[src/rtl/dmem_access_ctrl_pkg.sv]
// dmem_access_ctrl_pkg
//   Shared definitions for the data-memory access controller: FSM state
//   encoding, default bus-timeout budget and default error read data.
//   Imported by the controller and available to CPU-level benches.
package dmem_access_ctrl_pkg;

  typedef enum logic [1:0] {
    ST_IDLE = 2'd0,
    ST_REQ  = 2'd1,
    ST_WAIT = 2'd2,
    ST_DONE = 2'd3
  } dmem_state_e;

  localparam int unsigned DEF_TIMEOUT_CYCLES = 256;
  localparam logic [31:0] DEF_ERR_RDATA      = 32'h0000_0000;

  // All byte enables clear means the access is a load.
  function automatic logic is_load(input logic [3:0] we);
    return (we == 4'b0000);
  endfunction

endpackage

[src/rtl/dmem_access_ctrl.sv]
// dmem_access_ctrl
//   Sits between the single-cycle CPU data port and a variable-latency memory
//   with a valid/ready request channel and a response channel. Each load/store
//   is captured, issued to memory, and the CPU is held on cpu_stall until the
//   response (or write ack) arrives. A per-access timeout aborts hung accesses
//   and raises a sticky bus_err.
//
//   Ports
//     clk, reset                 clock (rising edge), async active-high reset
//     cpu_req/cpu_daddr/
//     cpu_dwdata/cpu_we          CPU access request; cpu_we == 0 means load
//     cpu_drdata                 load data returned to the CPU
//     cpu_stall                  CPU external stall
//     mem_req_valid/mem_req_ready/
//     mem_addr/mem_wdata/mem_we  memory request channel (held until accepted)
//     mem_rsp_valid/mem_rdata    memory response / write ack
//     bus_err                    sticky timeout flag, cleared only by reset
module dmem_access_ctrl
  import dmem_access_ctrl_pkg::*;
#(
  parameter int unsigned TIMEOUT_CYCLES = DEF_TIMEOUT_CYCLES,
  parameter logic [31:0] ERR_RDATA      = DEF_ERR_RDATA
) (
  input  logic        clk,
  input  logic        reset,
  input  logic        cpu_req,
  input  logic [31:0] cpu_daddr,
  input  logic [31:0] cpu_dwdata,
  input  logic [3:0]  cpu_we,
  output logic [31:0] cpu_drdata,
  output logic        cpu_stall,
  output logic        mem_req_valid,
  input  logic        mem_req_ready,
  output logic [31:0] mem_addr,
  output logic [31:0] mem_wdata,
  output logic [3:0]  mem_we,
  input  logic        mem_rsp_valid,
  input  logic [31:0] mem_rdata,
  output logic        bus_err
);

  localparam int unsigned    CNT_W    = $clog2(TIMEOUT_CYCLES + 1);
  // Compare against the last permitted cycle so the abort takes effect on
  // exactly the TIMEOUT_CYCLES-th cycle spent in REQ+WAIT.
  localparam logic [CNT_W-1:0] CNT_LAST = CNT_W'(TIMEOUT_CYCLES - 1);

  dmem_state_e      state;
  logic [CNT_W-1:0] tmo_cnt;
  logic             timeout_hit;

  assign timeout_hit = (tmo_cnt == CNT_LAST);

  assign cpu_stall = ((state == ST_IDLE) && cpu_req) ||
                     (state == ST_REQ) || (state == ST_WAIT);

  always_ff @(posedge clk or posedge reset) begin
    if (reset) begin
      state         <= ST_IDLE;
      mem_req_valid <= 1'b0;
      mem_addr      <= '0;
      mem_wdata     <= '0;
      mem_we        <= '0;
      cpu_drdata    <= '0;
      bus_err       <= 1'b0;
      tmo_cnt       <= '0;
    end else begin
      case (state)
        ST_IDLE: begin
          if (cpu_req) begin
            mem_addr      <= cpu_daddr;
            mem_wdata     <= cpu_dwdata;
            mem_we        <= cpu_we;
            mem_req_valid <= 1'b1;
            tmo_cnt       <= '0;
            state         <= ST_REQ;
          end
        end

        ST_REQ: begin
          // Counter saturates at TIMEOUT_CYCLES because we leave REQ/WAIT on
          // the same edge it gets there.
          tmo_cnt <= tmo_cnt + CNT_W'(1);
          if (timeout_hit) begin
            mem_req_valid <= 1'b0;
            bus_err       <= 1'b1;
            if (is_load(mem_we)) cpu_drdata <= ERR_RDATA;
            state         <= ST_DONE;
          end else if (mem_req_ready) begin
            mem_req_valid <= 1'b0;
            state         <= ST_WAIT;
          end
        end

        ST_WAIT: begin
          tmo_cnt <= tmo_cnt + CNT_W'(1);
          // A response on the expiry cycle completes normally.
          if (mem_rsp_valid) begin
            if (is_load(mem_we)) cpu_drdata <= mem_rdata;
            state <= ST_DONE;
          end else if (timeout_hit) begin
            bus_err <= 1'b1;
            if (is_load(mem_we)) cpu_drdata <= ERR_RDATA;
            state   <= ST_DONE;
          end
        end

        ST_DONE: begin
          state <= ST_IDLE;
        end

        default: begin
          state <= ST_IDLE;
        end
      endcase
    end
  end

endmodule
[config.mk]
export PLATFORM = sky130hd
export DESIGN_NAME = dmem_access_ctrl
export DESIGN_NICKNAME = d
export VERILOG_FILES = /design/src/rtl/dmem_access_ctrl_pkg.sv /design/src/rtl/dmem_access_ctrl.sv
export SDC_FILE = /design/constraint.sdc
export NUM_CORES = 1
export LEC_CHECK = 0
export CORE_MARGIN = 2
export CORE_UTILIZATION = 44
export CTS_CLUSTER_DIAMETER = 200
export DETAILED_ROUTE_END_ITERATION = 10
export GPL_TIMING_DRIVEN = 1
export PLACE_DENSITY = 0.85
export SLEW_MARGIN = 20
export SYNTH_ARGS = -nofsm -noshare
export SYNTH_HDL_FRONTEND = slang
export SYNTH_SLANG_ARGS = --single-unit
[constraint.sdc]
create_clock -name clk -period 10.1 [get_ports clk]
set_input_delay 2.02 -clock clk [delete_from_list [all_inputs] [get_ports clk]]
set_output_delay 2.02 -clock clk [all_outputs]
set_load 0.005 [all_outputs]
==> run summary <==
status -> complete, no violations
layout cell share with drive strength beyond 1 -> 19.8%
die width -> 104 microns
fraction of post-synthesis cell area in the top cell type by area -> 64.1%
worst rel slew slack -> 40.3%
Starting Density -> 45.1%
first-pass GRT wire length -> 18,300 microns
clock skew -> 5.85 ps
Synth Area in Compound Gates -> 9.25%
CTS tree -> yes
drt first-iter violations -> 104
DRC violations left -> 0
Setup TNS -> 0 ps
Tcrit/Tclk final -> 51.7%
P_sw -> 570 uW
die area -> 10,800 sq um
worst reg2reg path depth -> 6
total CTS buffers -> 17
die height -> 104 microns
Layout Cell Area excl Fill -> 7090 sq um
pwr dens -> 292 nW/um^2
DR vias/cell -> 5.13
Clock Sinks -> 113
Clock Power Share -> 24.0%
estimated wirelength of the detail-placed design -> 7940 microns
post-place setup slack -> 4870 ps
post-synthesis mux area share -> 17.9%
Area contributors post-synth -> dfrtp_1 64%, mux2_2 17%, a22o_1 6.8%, ha_1 2.0%, buf_2 1.4%
Critical Path RT -> 8080 ps
sequential share of power -> 36.6%
crit-path max cell delay -> 560 ps
Synth Area in XOR/XNOR -> 0.397%
pin count of the biggest net entering global routing -> 70
Clock transition at path regs -> 50 ps
wire length reported by the detailed router -> 11,300 microns
# diodes -> 0
final worst slack -> 4880 ps
Final Hold Vio Count -> 0
fmax -> 0.191 GHz
DRT antenna net count -> 0
Syn Nets -> 409
VDD IR max -> 0.000154 V
Total Routing Usage GR -> 21.8%
crit-path max FO -> 5
Row Count -> 36
leak pwr -> 3.05 nW
worst-path cell chain -> clkdlybuf4s50_1, nand2_2, nand2_1, clkdlybuf4s50_1
internal power -> 1.50 mW
worst slew pin tran -> 895 ps
Logic pwr share -> 39.4%
top cell type by total area after synthesis -> dfrtp_1
final setup violation count -> 0
Tmin final -> 5220 ps
Clock Latency Late Sink -> 510 ps
hold path depth -> 1
Setup Crit Path Kind -> in2out
net switching fraction of the power -> 27.5%
CP Launch Type -> input port
Layout Area Growth over Synthesis -> 60.7%
Yosys warnings -> 0
Routability Congestion -> 0.773
Ports -> 208
synthesized area -> 4410 sq um
Max Slew Vio Count -> 0
RSZ-0062 raised after global routing -> false
Final #Nets -> 622
Post-CTS Setup Repair Bufs -> 0
CORE AREA -> 9770 sq um
Placed Instance Area -> 6590 sq um
clk buf depth -> 2
number of antenna violations at the first check in global routing -> 0
IO Port Bufs -> 207
Slowest cell on crit path -> clkdlybuf4s50_1
grt ovf -> 0
Hold Buf Count CTS -> 0
synthesis-stage register bit count -> 113
combinational family with the most area after synthesis -> multiplexers
library cells used by synthesis -> 33
synthesized area per cell -> 14.9 sq um
Mapped Cells -> 297
Worst Setup End Kind -> output pin
Vias -> 3,348
PostCTS Resize Cnt -> 0
Synth Area in Simple Gates -> 3.89%
max_cap viols -> 0
adder-cell share of the synthesized area -> 1.99%
H-tree levels -> 4
root buffer cell -> clkbuf_8
vias in the first global route -> 3,582
Seq/Total Area, Yosys -> 64.1%
most used cell, CP -> clkdlybuf4s50_1
Wirelength per Cell -> 17.4 microns
DRT Pass-1 Iters -> 6
critical path arrival -> 3200 ps
worst min path class -> reg2reg
[stage by stage]
stage | cells | util (%) | total power, mW | hold WS, ps
after global placement | 624 | 67.3 | 1.55 | 460
after floorplan | 297 | - | 1.09 | 450
after global routing | 653 | 72.5 | 2.19 | 511
after CTS | 653 | 72.5 | 2.10 | 499
after detailed placement | 624 | 67.4 | 1.58 | 485
final | 653 | 72.5 | 2.07 | 497
[sequential cells by signal (all words and copies together) (netlist names)]
name and flops:
cpu_drdata 32, mem_addr 32, mem_wdata 32, tmo_cnt 9, mem_we 4, state 2
bus_err 1, mem_req_valid 1
[cells by family after synthesis]
kind of cell	after synthesis
and+or+nand+nor	35
AOI/OAI and AO/OA	51
adders and majority gates	7
buffers and inverters	19
muxes	70
xor gates and xnor gates	2
DFF	113
[critical path: cells and delay by family]
kind	cells	cell delay (ps)
buf+inv	2	1050
simple gates	2	140
[Yosys cell counts (all sizes together)]
cell / number
a211oi: 2
a21o: 1
a21oi: 2
a22o: 34
a22oi: 1
a32o: 1
and2: 2
and3: 1
buf: 15
dfrtp: 113
ha: 7
inv: 4
mux2: 68
mux2i: 2
nand2: 10
nand2b: 2
nand3: 5
nand3b: 1
nand4: 1
nor2: 6
nor2b: 1
nor3: 3
nor3b: 1
nor4: 1
o211ai: 1
o21ai: 8
o21bai: 1
or3: 1
xnor2: 2
[layer usage]
metal  track usage (%)  part of all wire (%)
met5                 0                     0
met4              8.78                   2.3
met3              7.58                   7.6
met2              37.5                    51
met1              24.7                    39
[power by group through the flow]
stage          clock network, mW  logic [mW]  registers [mW]
2_1_floorplan                  0       0.322           0.767
3_3_place_gp                   0       0.800           0.748
3_5_place_dp                   0       0.822           0.762
4_1_cts                    0.513       0.829           0.760
5_1_grt                    0.531       0.877           0.785
6_report                   0.498       0.816           0.759
[cells in the final DEF (no fill, tap or decap), types with 3 or more instances in the layout]
| cell type | count |
|---|---|
| nand3_1 | 5 |
| mux2_2 | 68 |
| dfrtp_1 | 113 |
| a22o_1 | 34 |
| clkbuf_16 | 16 |
| clkdlybuf4s50_1 | 207 |
| nor2_1 | 6 |
| ha_1 | 7 |
| inv_1 | 3 |
| clkinv_2 | 6 |
| o21ai_0 | 7 |
| clkbuf_8 | 4 |
| nor3_1 | 3 |
| nand2_1 | 9 |
[area by class of cell]
type / instances / area, sq um
flip-flops and latches: 113 / 2830
fillers: 681 / 2690
repair buffers: 209 / 2090
multi-input cells: 165 / 1490
clock buffers: 22 / 463
well taps: 133 / 166
clock inverters: 7 / 37.5
inverters: 4 / 17.5
[final timing paths]
check                                    from        endpoint  slack [ps]
worst max-delay path                  cpu_req       cpu_stall        4880
worst max register to register       state[0]   cpu_drdata[3]        7450
min in group asynchronous               reset   cpu_drdata[9]        1970
max in group asynchronous               reset  cpu_drdata[31]        6910
worst min-delay path            cpu_drdata[9]   cpu_drdata[9]         500
worst min register to register  cpu_drdata[9]   cpu_drdata[9]         500
Power figures use the tool's default switching activity.
